## src/rtl/arb_stream_mux_pkg.sv

```systemverilog
// -----------------------------------------------------------------------------
// arb_stream_mux_pkg
// Shared helpers for the arbiter-driven stream multiplexer and other users of
// the round-robin/priority arbiter:
//   sel_width()  - width of a binary port index (never less than 1 bit)
//   slice_lsb()  - bit offset of port `port` inside a flattened
//                  PORTS*width data bus
// -----------------------------------------------------------------------------
package arb_stream_mux_pkg;

    // Smallest legal number of arbitrated ports.
    localparam int ARB_MIN_PORTS = 2;

    // Binary index width for `ports` requesters.
    function automatic int sel_width(input int ports);
        if (ports > 1) begin
            return $clog2(ports);
        end else begin
            return 1;
        end
    endfunction

    // Offset of the lane belonging to `port` in a flattened data bus.
    function automatic int slice_lsb(input int port, input int width);
        return port * width;
    endfunction

endpackage

```

## src/rtl/arb_stream_skid.sv

```systemverilog
// -----------------------------------------------------------------------------
// arb_stream_skid
// Registered output stage with a main register and a one-entry temp register.
// The upstream ready is itself registered, so a beat can still arrive in the
// cycle after the sink stalls; that beat is parked in temp.
//   clk, rst  - clock, synchronous active-high reset
//   i_data    - beat payload (WIDTH bits)
//   i_valid   - beat present this cycle (already qualified by o_ready)
//   o_ready   - registered ready towards the input side
//   o_data    - registered output payload
//   o_valid   - registered output valid
//   i_ready   - downstream accept
// -----------------------------------------------------------------------------
module arb_stream_skid #(
    parameter int WIDTH = 9
) (
    input  logic             clk,
    input  logic             rst,
    input  logic [WIDTH-1:0] i_data,
    input  logic             i_valid,
    output logic             o_ready,
    output logic [WIDTH-1:0] o_data,
    output logic             o_valid,
    input  logic             i_ready
);

    logic [WIDTH-1:0] r_main_data;
    logic             r_main_valid;
    logic [WIDTH-1:0] r_temp_data;
    logic             r_temp_valid;
    logic             r_ready_int;

    logic w_ready_int_early;
    logic w_main_valid_next;
    logic w_temp_valid_next;
    logic w_load_main_in;
    logic w_load_temp_in;
    logic w_load_main_temp;

    // Ready for next cycle: sink accepts, or nothing is parked and the main
    // register will not be holding an unaccepted beat.
    assign w_ready_int_early = i_ready | (~r_temp_valid & (~r_main_valid | ~i_valid));

    // Next-state selection: input to main, input to temp, or temp to main.
    always_comb begin
        w_main_valid_next = r_main_valid;
        w_temp_valid_next = r_temp_valid;
        w_load_main_in    = 1'b0;
        w_load_temp_in    = 1'b0;
        w_load_main_temp  = 1'b0;
        if (r_ready_int) begin
            if (i_ready || !r_main_valid) begin
                w_main_valid_next = i_valid;
                w_load_main_in    = i_valid;
            end else begin
                w_temp_valid_next = i_valid;
                w_load_temp_in    = i_valid;
            end
        end else if (i_ready) begin
            w_main_valid_next = r_temp_valid;
            w_temp_valid_next = 1'b0;
            w_load_main_temp  = 1'b1;
        end else begin
            // Stalled with the input blocked: everything holds.
            w_load_main_temp  = 1'b0;
        end
    end

    // Main/temp/ready state registers.
    always_ff @(posedge clk) begin
        if (rst) begin
            r_main_data  <= {WIDTH{1'b0}};
            r_main_valid <= 1'b0;
            r_temp_data  <= {WIDTH{1'b0}};
            r_temp_valid <= 1'b0;
            r_ready_int  <= 1'b0;
        end else begin
            r_ready_int  <= w_ready_int_early;
            r_main_valid <= w_main_valid_next;
            r_temp_valid <= w_temp_valid_next;
            if (w_load_main_in) begin
                r_main_data <= i_data;
            end else if (w_load_main_temp) begin
                r_main_data <= r_temp_data;
            end else begin
                r_main_data <= r_main_data;
            end
            if (w_load_temp_in) begin
                r_temp_data <= i_data;
            end else begin
                r_temp_data <= r_temp_data;
            end
        end
    end

    assign o_ready = r_ready_int;
    assign o_data  = r_main_data;
    assign o_valid = r_main_valid;

endmodule

```

## src/rtl/arb_stream_mux.sv

```systemverilog
// -----------------------------------------------------------------------------
// arb_stream_mux
// Packet multiplexer wrapped around an external block-on-acknowledge arbiter.
// Requests come from the per-port valids; the arbiter's grant is held for a
// whole packet and released by an acknowledge pulse on the last beat.
//   clk, rst        - clock, synchronous active-high reset
//   s_data/valid/last/ready - PORTS input streams (data flattened, port i at
//                     [i*DATA_WIDTH +: DATA_WIDTH])
//   request, acknowledge    - to the arbiter
//   grant, grant_valid, grant_encoded - from the arbiter
//   m_data/valid/last/ready - single registered output stream
// -----------------------------------------------------------------------------
module arb_stream_mux
    import arb_stream_mux_pkg::*;
#(
    parameter int PORTS      = 4,
    parameter int DATA_WIDTH = 8,
    parameter int SEL_WIDTH  = sel_width(PORTS)
) (
    input  logic                        clk,
    input  logic                        rst,
    input  logic [PORTS*DATA_WIDTH-1:0] s_data,
    input  logic [PORTS-1:0]            s_valid,
    input  logic [PORTS-1:0]            s_last,
    output logic [PORTS-1:0]            s_ready,
    output logic [PORTS-1:0]            request,
    output logic [PORTS-1:0]            acknowledge,
    input  logic [PORTS-1:0]            grant,
    input  logic                        grant_valid,
    input  logic [SEL_WIDTH-1:0]        grant_encoded,
    output logic [DATA_WIDTH-1:0]       m_data,
    output logic                        m_valid,
    output logic                        m_last,
    input  logic                        m_ready
);

    logic [PORTS-1:0]      w_in_fire;
    logic [DATA_WIDTH-1:0] w_in_data;
    logic                  w_in_last;
    logic                  w_in_valid;
    logic                  w_ready_int;

    // Only the granted port may transfer, and only when the skid has room.
    assign s_ready     = (grant_valid && w_ready_int && !rst) ? grant : {PORTS{1'b0}};
    assign w_in_fire   = s_valid & s_ready;
    assign acknowledge = w_in_fire & s_last;
    // Hiding the acknowledging port keeps the arbiter from re-granting it
    // before its next packet is actually presented.
    assign request     = s_valid & ~acknowledge & {PORTS{~rst}};
    assign w_in_valid  = |w_in_fire;

    // Lane select by the binary grant index (AND-OR mux, one lane matches).
    always_comb begin
        w_in_data = {DATA_WIDTH{1'b0}};
        w_in_last = 1'b0;
        for (int i = 0; i < PORTS; i++) begin
            w_in_data = w_in_data
                      | (s_data[slice_lsb(i, DATA_WIDTH) +: DATA_WIDTH]
                         & {DATA_WIDTH{grant_encoded == SEL_WIDTH'(i)}});
            w_in_last = w_in_last | (s_last[i] & (grant_encoded == SEL_WIDTH'(i)));
        end
    end

    arb_stream_skid #(
        .WIDTH (DATA_WIDTH + 1)
    ) u_skid (
        .clk     (clk),
        .rst     (rst),
        .i_data  ({w_in_last, w_in_data}),
        .i_valid (w_in_valid),
        .o_ready (w_ready_int),
        .o_data  ({m_last, m_data}),
        .o_valid (m_valid),
        .i_ready (m_ready)
    );

endmodule

```

## config.mk

```make
export PLATFORM = sky130hd
export DESIGN_NAME = arb_stream_mux
export DESIGN_NICKNAME = d
export VERILOG_FILES = /design/src/rtl/arb_stream_mux_pkg.sv /design/src/rtl/arb_stream_skid.sv /design/src/rtl/arb_stream_mux.sv
export SDC_FILE = /design/constraint.sdc
export NUM_CORES = 1
export LEC_CHECK = 0
export CAP_MARGIN = 20
export CORE_MARGIN = 2
export CORE_UTILIZATION = 35
export CTS_CLUSTER_SIZE = 10
export DETAILED_ROUTE_END_ITERATION = 8
export PLACE_DENSITY = 0.77
export SYNTH_ARGS = -nofsm -noshare
export SYNTH_HDL_FRONTEND = slang
export SYNTH_SLANG_ARGS = --single-unit
```

## constraint.sdc

```tcl
create_clock -name clk -period 1.35 [get_ports clk]
set_input_delay 0.135 -clock clk [delete_from_list [all_inputs] [get_ports clk]]
set_output_delay 0.135 -clock clk [all_outputs]
set_load 0.02 [all_outputs]
```

==> out/qor.yml, run 1 <==
worst_hold_path:
  hp-class: "in -> reg"
drt:
  drt-initial-drc-count: 23
  wire_per_inst_microns: 17.1
  final_antenna_net_count: 0
  drt_drc_violations_left: 0
  totalWireLength_microns: 4300
  dr.pass1.iters: 4
  vias: 1287
  via_per_inst: 5.13
synth:
  synthesis.area_sq_um: 1300
  ys.flop_type: "dfxtp_1"
  ys_seq_area_frac: 0.323
  synthesis.nets: 167
  synth_area_leader_cell: "dfxtp_1"
  synth_area_leaders: "dfxtp_1 32%, mux4_2 16%, mux2i_1 14%"
  synth_top_area_share: 0.323
  synthesis.instances: 117
  synth-seq-cells: 21
  yosysMostFrequentCell: "dfxtp_1"
  synth.distinct_cells: 28
  synthArstFlopShare: 0
  synth_edf_count: 0
  synth_commonest_cells: "21 x dfxtp_1, 18 x mux2i_1, 18 x nor2_1"
  yosys_warnings: 0
  syn_area_per_cell_sq_um: 11.1
die:
  die_x_microns: 64.9
  start_util: 0.361
  row_count: 22
  coreArea_sq_um: 3610
  die_y_microns: 64.9
  ioPinCount: 72
  die_area_sq_um: 4220
sta:
  slew-limit-headroom: 0.785
  worst_pin_slew_ns: 0.323
  maxSlewViolCount: 0
  tns_ns: -1.03
  clock_skew_ns: 0.00243
  timing.hold.ws_ns: 0.380
  fmax_mhz: 685
  fin_crit_ns: 1.46
  min_period_over_period: 1.08
  setup_slack_ns: -0.109
  rsz0062_at_grt: "true"
  hold_viol: 0
  setup_violations: 24
clocking:
  ctsRootBufferMaster: "clkbuf_8"
  cts_buffer_depth: 2
  insertion_delay_ns: 0.26
  clk_pin_slew_ns: 0.08
  h-tree-depth: 1
  cts_buffers: 3
  cts_tree: "built"
  clkSinkCount: 21
  ctsHoldBuffers: 0
placement:
  placed_cell_area_sq_um: 2170
  hpwl_microns: 3080
  gp_congestion: 0.801
  placed_cells: 243
  numPortBuffers: 71
run:
  drv_cap: 0
power:
  p_leak_nw: 1.05
  vdd_drop_max_v: 0.000372
  power_density_nw_per_um2: 626
grt:
  antenna_found_initial: 0
  grt_pass1_wl_microns: 6300
  grt_overflow: 0
  grt_pass1_vias: 1363
  grt_max_degree: 14
  track_usage: 0.196
setup_path:
  cp.required_ns: 1.22
  startpoint_type: "input port"
  cp_max_fo: 5
  arrival_ns: 1.32
  worstSetupPathType: "in -> out"
  worstSetupEndpointType: "output port"
final_layout:
  fin_util: 0.668
  nets: 254
  drive_above_1_share: 0.404
  stdcell_area_sq_um: 2410
  layout.cells.non_filler: 251
  syn2layout_area_growth_pct: 85.4
  nFillCells: 290
  diodes: 0
outcome:
  outcome: "finished, violations left"
  violations: "setup timing"
-- path summary, 6_finish.rpt --
path,startpoint,endpoint,slack [ns],cells past startpoint
max,grant_valid,acknowledge[0],-0.11,5
min,rst,u_skid.o_data[4]$_SDFFE_PP0P_,0.38,3
max reg2reg,u_skid.o_ready$_SDFF_PP0_,u_skid.r_temp_data[5]$_SDFFE_PP0P_,-0.08,5
min reg2reg,u_skid.r_temp_data[3]$_SDFFE_PP0P_,u_skid.r_temp_data[3]$_SDFFE_PP0P_,0.51,2
-- through the flow --
stage | power (W) | worst slack, ns
final | 0.00151 | -0.109
after detailed placement | 0.00107 | -0.640
after floorplan | 0.000825 | 0.00165
after CTS | 0.00149 | -0.109
after global placement | 0.00106 | -0.569
after global routing | 0.00157 | -0.140
-- critical path: stages --
cell	delay, ns
clkdlybuf4s50_1	0.46
and3b_2	0.25
and2_4	0.18
and3_4	0.18
buf_6	0.11
-- kinds of logic (layout without fill, tap and decap cells) --
kind of cell           count (synthesis)  in the layout  share of synthesized area
AND/OR/NAND/NOR                       38             38                      0.149
multiplexers                          27             27                      0.295
AO/OA/AOI/OAI                         20             21                      0.171
buffers and inverters                 11             96                     0.0616
flip-flops                            21             21                      0.323
-- where the power goes --
group	switching (W)	total (W)	internal [W]	leakage (nW)
combinational	0.000185	0.000461	0.000276	0.853
sequential	0.00000620	0.000635	0.000629	0.170
clock	0.000207	0.000413	0.000205	0.0255
total	0.000399	0.00151	0.00111	1.05
-- layout by cell type, fill, tap and decap left out, types with 2 or more instances in the layout --
cell type	instances
mux4_2	9
a22o_4	2
a31oi_1	2
nor2_1	10
nor2b_1	2
buf_6	9
mux2i_1	18
buf_12	2
dfxtp_1	20
dlygate4sd2_1	12
and3_4	4
clkbuf_8	3
clkdlybuf4s50_1	39
a211oi_2	9
nor2_4	8
a21oi_2	3
dlymetal6s2s_1	8
nand2b_1	4
buf_4	16
inv_1	2
and2_4	4
-- per-layer routing --
| layer | vias to the layer above | GRT usage | share of wire |
|---|---|---|---|
| li1 | 609 | - | - |
| met1 | 632 | 0.216 | 0.38 |
| met2 | 38 | 0.379 | 0.57 |
| met3 | 8 | 0.0295 | 0.030 |
| met4 | 0 | 0.0638 | 0.017 |
| met5 | - | 0 | 0 |
-- layout make-up --
class                           count  area (sq um)  share of cell area
Inverter                            2          7.51             0.00312
Tap cell                           48          60.1              0.0249
Timing Repair Buffer               90           935               0.388
Sequential cell                    21           422               0.175
Multi-Input combinational cell     86           940               0.390
Clock inverter                      1          5.00             0.00208
Clock buffer                        3          41.3              0.0171
-- flip-flops by register name (all words and copies together), names as in the netlist --
| name | count |
|---|---|
| u_skid.o_ready | 1 |
| u_skid.o_data | 9 |
| u_skid.o_valid | 1 |
| u_skid.r_temp_valid | 1 |
| u_skid.r_temp_data | 9 |
-- timing repair --
action | 4_1_cts | 5_1_grt
hold endpoints to repair | 0 | 0
setup buffers | 0 | 1
resized for setup | 95 | 25
cloned | 2 | 1
pin swaps | 12 | 10
setup endpoints to repair | 35 | 37
Power figures use the tool's default switching activity.
==> inputs of run 2 (changes only) <==
--- a/config.mk
+++ b/config.mk
@@ -8,6 +8,7 @@
 export CAP_MARGIN = 20
 export CORE_MARGIN = 2
 export CORE_UTILIZATION = 35
+export CTS_CLUSTER_DIAMETER = 40
 export CTS_CLUSTER_SIZE = 10
 export DETAILED_ROUTE_END_ITERATION = 8
 export PLACE_DENSITY = 0.77
==> results of run 2 <==
The final DEF is identical to that of run 1; final timing and power are the same.
==> inputs of run 3 (changes only) <==
--- a/config.mk
+++ b/config.mk
@@ -9,7 +9,7 @@
 export CORE_MARGIN = 2
 export CORE_UTILIZATION = 35
 export CTS_CLUSTER_DIAMETER = 40
-export CTS_CLUSTER_SIZE = 10
+export CTS_CLUSTER_SIZE = 24
 export DETAILED_ROUTE_END_ITERATION = 8
 export PLACE_DENSITY = 0.77
 export SYNTH_ARGS = -nofsm -noshare
==> results of run 3 <==
The final DEF is identical to that of run 1; final timing and power are the same.
==> patch 1: new RTL, config.mk and constraints of run 1 <==
The parameter `PORTS` goes from 4 to 8.
--- a/src/rtl/arb_stream_mux.sv
+++ b/src/rtl/arb_stream_mux.sv
@@ -13,7 +13,7 @@
 module arb_stream_mux
     import arb_stream_mux_pkg::*;
 #(
-    parameter int PORTS      = 4,
+    parameter int PORTS      = 8,
     parameter int DATA_WIDTH = 8,
     parameter int SEL_WIDTH  = sel_width(PORTS)
 ) (
Interface: changed (8 resized); port bits go from 72 to 129. The function was not compared with the original's and may differ.
==> patch 1 against run 1 <==
- the flow still finishes with violations (setup timing)
- cell area up 58%
- total power up 28%
- setup slack worse by 320 ps
- count of clock-buffer cells in the layout unchanged
- area after synthesis is 44% higher
- critical path depth grew 3
- wire length rose by 62%
- sequential cell count unchanged
- clock skew is 0.90 ps higher
- first-iteration DRC count rose to 2.8 times the old value
- via count increased by 78%
- sequential share of layout area decreased by 6.4 points
==> patch 1: results (changes against run 1) <==
| Metric | Value |
|---|---|
| Nets | 470 (was 254) |
| Peak VDD IR | 0.454 mV (was 0.372 mV) |
| Final Worst Setup Slack | -431 ps (was -109 ps) |
| Status | finished with violations (unchanged) |
| Violated checks | setup timing (unchanged) |
| Crit-path slowest cell | o41a_1 (was clkdlybuf4s50_1) |
| Hold Path Sink | u_skid.r_temp_data[7] (was u_skid.o_data[4]) |
| Share of layout cells above drive strength 1 | 36.1% (was 40.4%) |
| DR vias/cell | 5.16 (was 5.13) |
| Crit-path leading delay family | compound AO/OA/AOI/OAI gates (was simple AND/OR/NAND/NOR gates) |
| DP Worst Slack | -780 ps (was -640 ps) |
| Post-synthesis sequential area ratio | 22.4% (was 32.3%) |
| Net switching fraction of the power | 29.1% (was 26.4%) |
| # setup viols final | 40 (was 24) |
| Worst EP arrival | 1950 ps (was 1320 ps) |
| Post-Route WL | 6960 um (was 4300 um) |
| Most common library cells after synthesis | nand2_1 (26), dfxtp_1 (21), a21oi_1 (15) (was dfxtp_1 (21), mux2i_1 (18), nor2_1 (18)) |
| Worst r2r path cells | 8 (was 5) |
| Hold path depth | 2 (was 3) |
| Max incr delay on CP | 480 ps (was 460 ps) |
| Worst-Margin Slew | 416 ps (was 323 ps) |
| Top post-synthesis cells by area | dfxtp_1 (22%), mux4_2 (11%), mux2_2 (7.8%), mux2i_1 (6.9%), nand2_1 (5.2%) (was dfxtp_1 (32%), mux4_2 (16%), mux2i_1 (14%), a211oi_2 (8.7%), nor2_1 (5.2%)) |
| Post-synthesis instance total | 217 (was 117) |
| Crit. Startpoint | u_skid.o_ready (was grant_valid) |
| Pin count of the biggest net entering global routing | 31 (was 14) |
| Fillers | 410 (was 290) |
| Post-DP HPWL | 5180 um (was 3080 um) |
| Global-route wire length before repair | 11,500 um (was 6300 um) |
| Post-Layout Cell Count | 444 (was 251) |
==> patch 1: cell count changes in the layout (fill, tap and decap cells not counted), moves of 8 or more <==
| cell | before | now |
|---|---|---|
| mux2_2 | 0 | 13 |
| and2_4 | 4 | 12 |
| a211oi_2 | 9 | 0 |
| nand2_1 | 1 | 23 |
| buf_6 | 9 | 28 |
| a21oi_1 | 0 | 13 |
| clkdlybuf4s50_1 | 39 | 85 |
| buf_4 | 16 | 31 |
==> patch 1: cell families after synthesis <==
family	after synthesis	synth area share, %
AOI/OAI and AO/OA	45	15.4
buffers and inverters	24	6.21
DFF	21	22.4
muxes	35	25.6
and+or+nand+nor	92	30.4
==> patch 1: layout make-up <==
cell class	count	area share [%]
Clock buffer	3	1.08
Inverter	6	0.590
Tap cell	70	2.30
Sequential cell	21	11.0
Multi-Input combinational cell	173	39.4
Timing Repair Buffer	170	45.4
Clock inverter	1	0.197
==> patch 1: worst max path at each step <==
stage / endpoint / slack, ps
floorplan: u_skid.r_temp_data[1] / -280
global placement: u_skid.o_data[8] / -780
detailed placement: u_skid.o_data[8] / -780
CTS: u_skid.r_temp_data[8] / -400
global route: u_skid.r_temp_data[4] / -460
finish: u_skid.r_temp_data[7] / -430
==> patch 1: per-layer routing <==
metal	vias up	global-route usage [%]	share of wire (%)
met5	-	0	0
met4	0	4.46	1.6
met3	12	4.94	5.9
met2	98	47.0	55
met1	1065	25.8	38
li1	1115	-	-
==> patch 1: power by group through the flow <==
| stage | clock (W) | sequential [W] | combinational [W] |
|---|---|---|---|
| 2_1_floorplan | 0 | 0.000671 | 0.000310 |
| 3_3_place_gp | 0 | 0.000657 | 0.000778 |
| 3_5_place_dp | 0 | 0.000658 | 0.000793 |
| 4_1_cts | 0.000441 | 0.000643 | 0.000848 |
| 5_1_grt | 0.000461 | 0.000645 | 0.000915 |
| 6_report | 0.000435 | 0.000643 | 0.000858 |
==> patch 1: worst register-to-register path, stage by stage, from the launching register on <==
cell and delay, ps:
dfxtp_2 330, and2_4 140, and4b_1 200, buf_6 130, o41a_1 480, buf_6 170
buf_16 140, nand2_1 50, o21ai_1 50
==> patch 1: what timing repair did <==
action                     in CTS  in global routing
hold endpoints to repair        0                  0
resized for setup             190                 22
cloned                          5                  0
buffers inserted                6                  2
pin swaps                      23                 12
setup endpoints to repair      51                 49
==> patch 1: through the flow <==
| stage | utilization (%) | TNS [ps] | hold WS (ps) |
|---|---|---|---|
| 2_1_floorplan | - | -4950 | 329 |
| 3_3_place_gp | 67.5 | -27190 | 460 |
| 3_5_place_dp | 67.5 | -28520 | 466 |
| 4_1_cts | 73.0 | -9870 | 481 |
| 5_1_grt | 74.2 | -11230 | 504 |
| 6_report | 74.2 | -9160 | 489 |
==> patch 2: new RTL, config.mk and constraints of run 1 <==
Without the edit above. Make the reset (`rst`) asynchronous in one clocked block. Comments in the files are not updated.
--- a/src/rtl/arb_stream_skid.sv
+++ b/src/rtl/arb_stream_skid.sv
@@ -67,7 +67,7 @@
     end
 
     // Main/temp/ready state registers.
-    always_ff @(posedge clk) begin
+    always_ff @(posedge clk or posedge rst) begin
         if (rst) begin
             r_main_data  <= {WIDTH{1'b0}};
             r_main_valid <= 1'b0;
Formal check against the unedited RTL: differs if rst is asserted again (counterexample within 4 cycles, from zero or initial values and one cycle with rst high); with rst held inactive, the same outputs for 10 cycles.
==> patch 2 against run 1 <==
- sequential share of layout area grew 4.5 points
- utilization shrank 1.9 points
- setup slack lost 140 ps
- critical path type is now flip-flop to output port
- wire length is 8.2% lower
- first-iteration DRC count fell by 8.7%
- area after synthesis grew 4.1%
- highest routed layer unchanged
- worst hold slack better by 28 ps
- largest cell class is now buffers
- critical path depth down 1
- cell area decreased by 0.67%
- the run still ends with setup timing left
- maximum frequency fell by 8.7%
- sequential cell count is the same
- via count shrank 8.9%
Power is not compared: it rests on default switching activity, and its combinational part moved more than twofold at a synthesized area within 25%.
==> patch 2: results (changes against run 1) <==
| Metric | Value |
|---|---|
| Status | finished with violations (unchanged) |
| Violated checks | setup timing (unchanged) |
| Detailed-router iteration count before antenna repair | 6 (was 4) |
| Worst-path fanout max | 4 (was 5) |
| Vias in the first global route | 1,337 (was 1,363) |
| Max incr delay on CP | 400 ps (was 460 ps) |
| Asr flop ratio synth | 100% (was 0%) |
| Crit-path slowest cell | dfrtp_1 (was clkdlybuf4s50_1) |
| Clk_skew | 2.18 ps (was 2.43 ps) |
| # setup viols final | 27 (was 24) |
| Leakage | approximately 1.1 nW |
| IO buf count | 71 (unchanged) |
| Most common library cells after synthesis | dfrtp_1 (21), mux2_2 (20), mux2_4 (7) (was dfxtp_1 (21), mux2i_1 (18), nor2_1 (18)) |
| Worst r2r path cells | 5 (unchanged) |
| Synth Net Count | 145 (was 167) |
| Vias | 1,173 (was 1,287) |
| Fin Setup TNS | -4400 ps (was -1030 ps) |
| Post-Place Cells | 223 (was 243) |
| Post-synthesis instance total | 95 (was 117) |
| Top post-synthesis cells by area | dfrtp_1 (39%), mux2_2 (17%), mux4_1 (12%), mux2_4 (7.8%), mux4_2 (5.0%) (was dfxtp_1 (32%), mux4_2 (16%), mux2i_1 (14%), a211oi_2 (8.7%), nor2_1 (5.2%)) |
| Global-route wire length before repair | 6170 um (was 6300 um) |
| Worst skew pair latency | roughly 250 ps |
| Reg2reg start | u_skid.o_ready (unchanged) |
| Min-Delay Path Class | input pin to async pin (was input pin to flip-flop) |
| DR vias/cell | 5.10 (was 5.13) |
| CTS H-tree lvls | 1 (unchanged) |
| Worst-Margin Slew | 307 ps (was 323 ps) |
| Gpl congestion | 0.839 (was 0.801) |
| Initial DRC Count | 21 (was 23) |
| Share of layout cells above drive strength 1 | 47.3% (was 40.4%) |
| Netlist cell types | 23 (was 28) |
| Inserted Diodes | 0 (unchanged) |
| Post-synthesis sequential area ratio | 38.8% (was 32.3%) |
| Site Rows | 22 (unchanged) |
| Clock Tree Buf Depth | 2 (unchanged) |
| Worst-path clk slew | 80 ps (about the same) |
| DP Worst Slack | -592 ps (was -640 ps) |
| Ys Warns | 0 (unchanged) |
| Post-synth top flop | dfrtp_1 (was dfxtp_1) |
| Drt drc | 0 (unchanged) |
| Initial antenna violation count | 0 (unchanged) |
| Setup crit start kind | flip-flop (was input pin) |
| CTS root buffer | clkbuf_8 (unchanged) |
| Post-DP HPWL | 3020 um (was 3080 um) |
| Nets | 233 (was 254) |
| Pin count of the biggest net entering global routing | 22 (was 14) |
| Final Worst Setup Slack | -248 ps (was -109 ps) |
| Peak VDD IR | about 0.50 mV |
| WL/cell | 17.2 um (was 17.1 um) |
| Total GRT Usage | 18.7% (was 19.6%) |
| Area after DPL | 2230 um^2 (was 2170 um^2) |
patch 2: worst max-delay path: cells and delay by family (launching register included):
kind,cells,cell delay [ps]
flip-flops,1,400
AND/OR/NAND/NOR,3,650
buffers and inverters,1,160
patch 2: area by class of cell:
type | instances | area, um^2
Fill cell | 301 | 1290
Sequential cell | 21 | 527
Multi-Input combinational cell | 65 | 855
Inverter | 4 | 15.0
Tap cell | 48 | 60.1
Timing Repair Buffer | 88 | 891
Clock inverter | 1 | 5.00
Clock buffer | 3 | 41.3
patch 2: kinds of logic after synthesis:
group	after synthesis	share of synthesized area, %
DFF	21	38.8
muxes	36	41.0
and+or+nand+nor	17	7.30
buffers and inverters	9	5.18
AOI/OAI and AO/OA	12	7.67
patch 2: where the power goes:
group / switching, W / leakage (nW) / total (W) / internal, W
clock: 0.000202 / 0.0255 / 0.000407 / 0.000205
sequential: 0.000138 / 0.255 / 0.00101 / 0.000876
combinational: 0.000501 / 0.804 / 0.00131 / 0.000808
total: 0.000840 / 1.08 / 0.00273 / 0.00189
patch 2: metal layers:
layer,part of all wire [%],track usage (%)
met5,0,0
met4,1.4,6.12
met3,2.7,1.36
met2,58,36.0
met1,38,21.4
patch 2: final timing paths:
path                                         end  slack [ps]
setup reg to reg           u_skid.r_temp_data[5]        -210
max in group asynchronous         u_skid.o_valid         710
hold / removal                    u_skid.o_ready         410
hold reg to reg            u_skid.r_temp_data[8]         520
setup / recovery                  acknowledge[0]        -250
min in group clk           u_skid.r_temp_data[8]         520
patch 2: repair_timing:
item | CTS | global route
endpoints found under the setup margin | 40 | 34
pin swaps | 4 | 8
setup buffers | 5 | 1
cloned | 1 | 0
resized for setup | 72 | 37
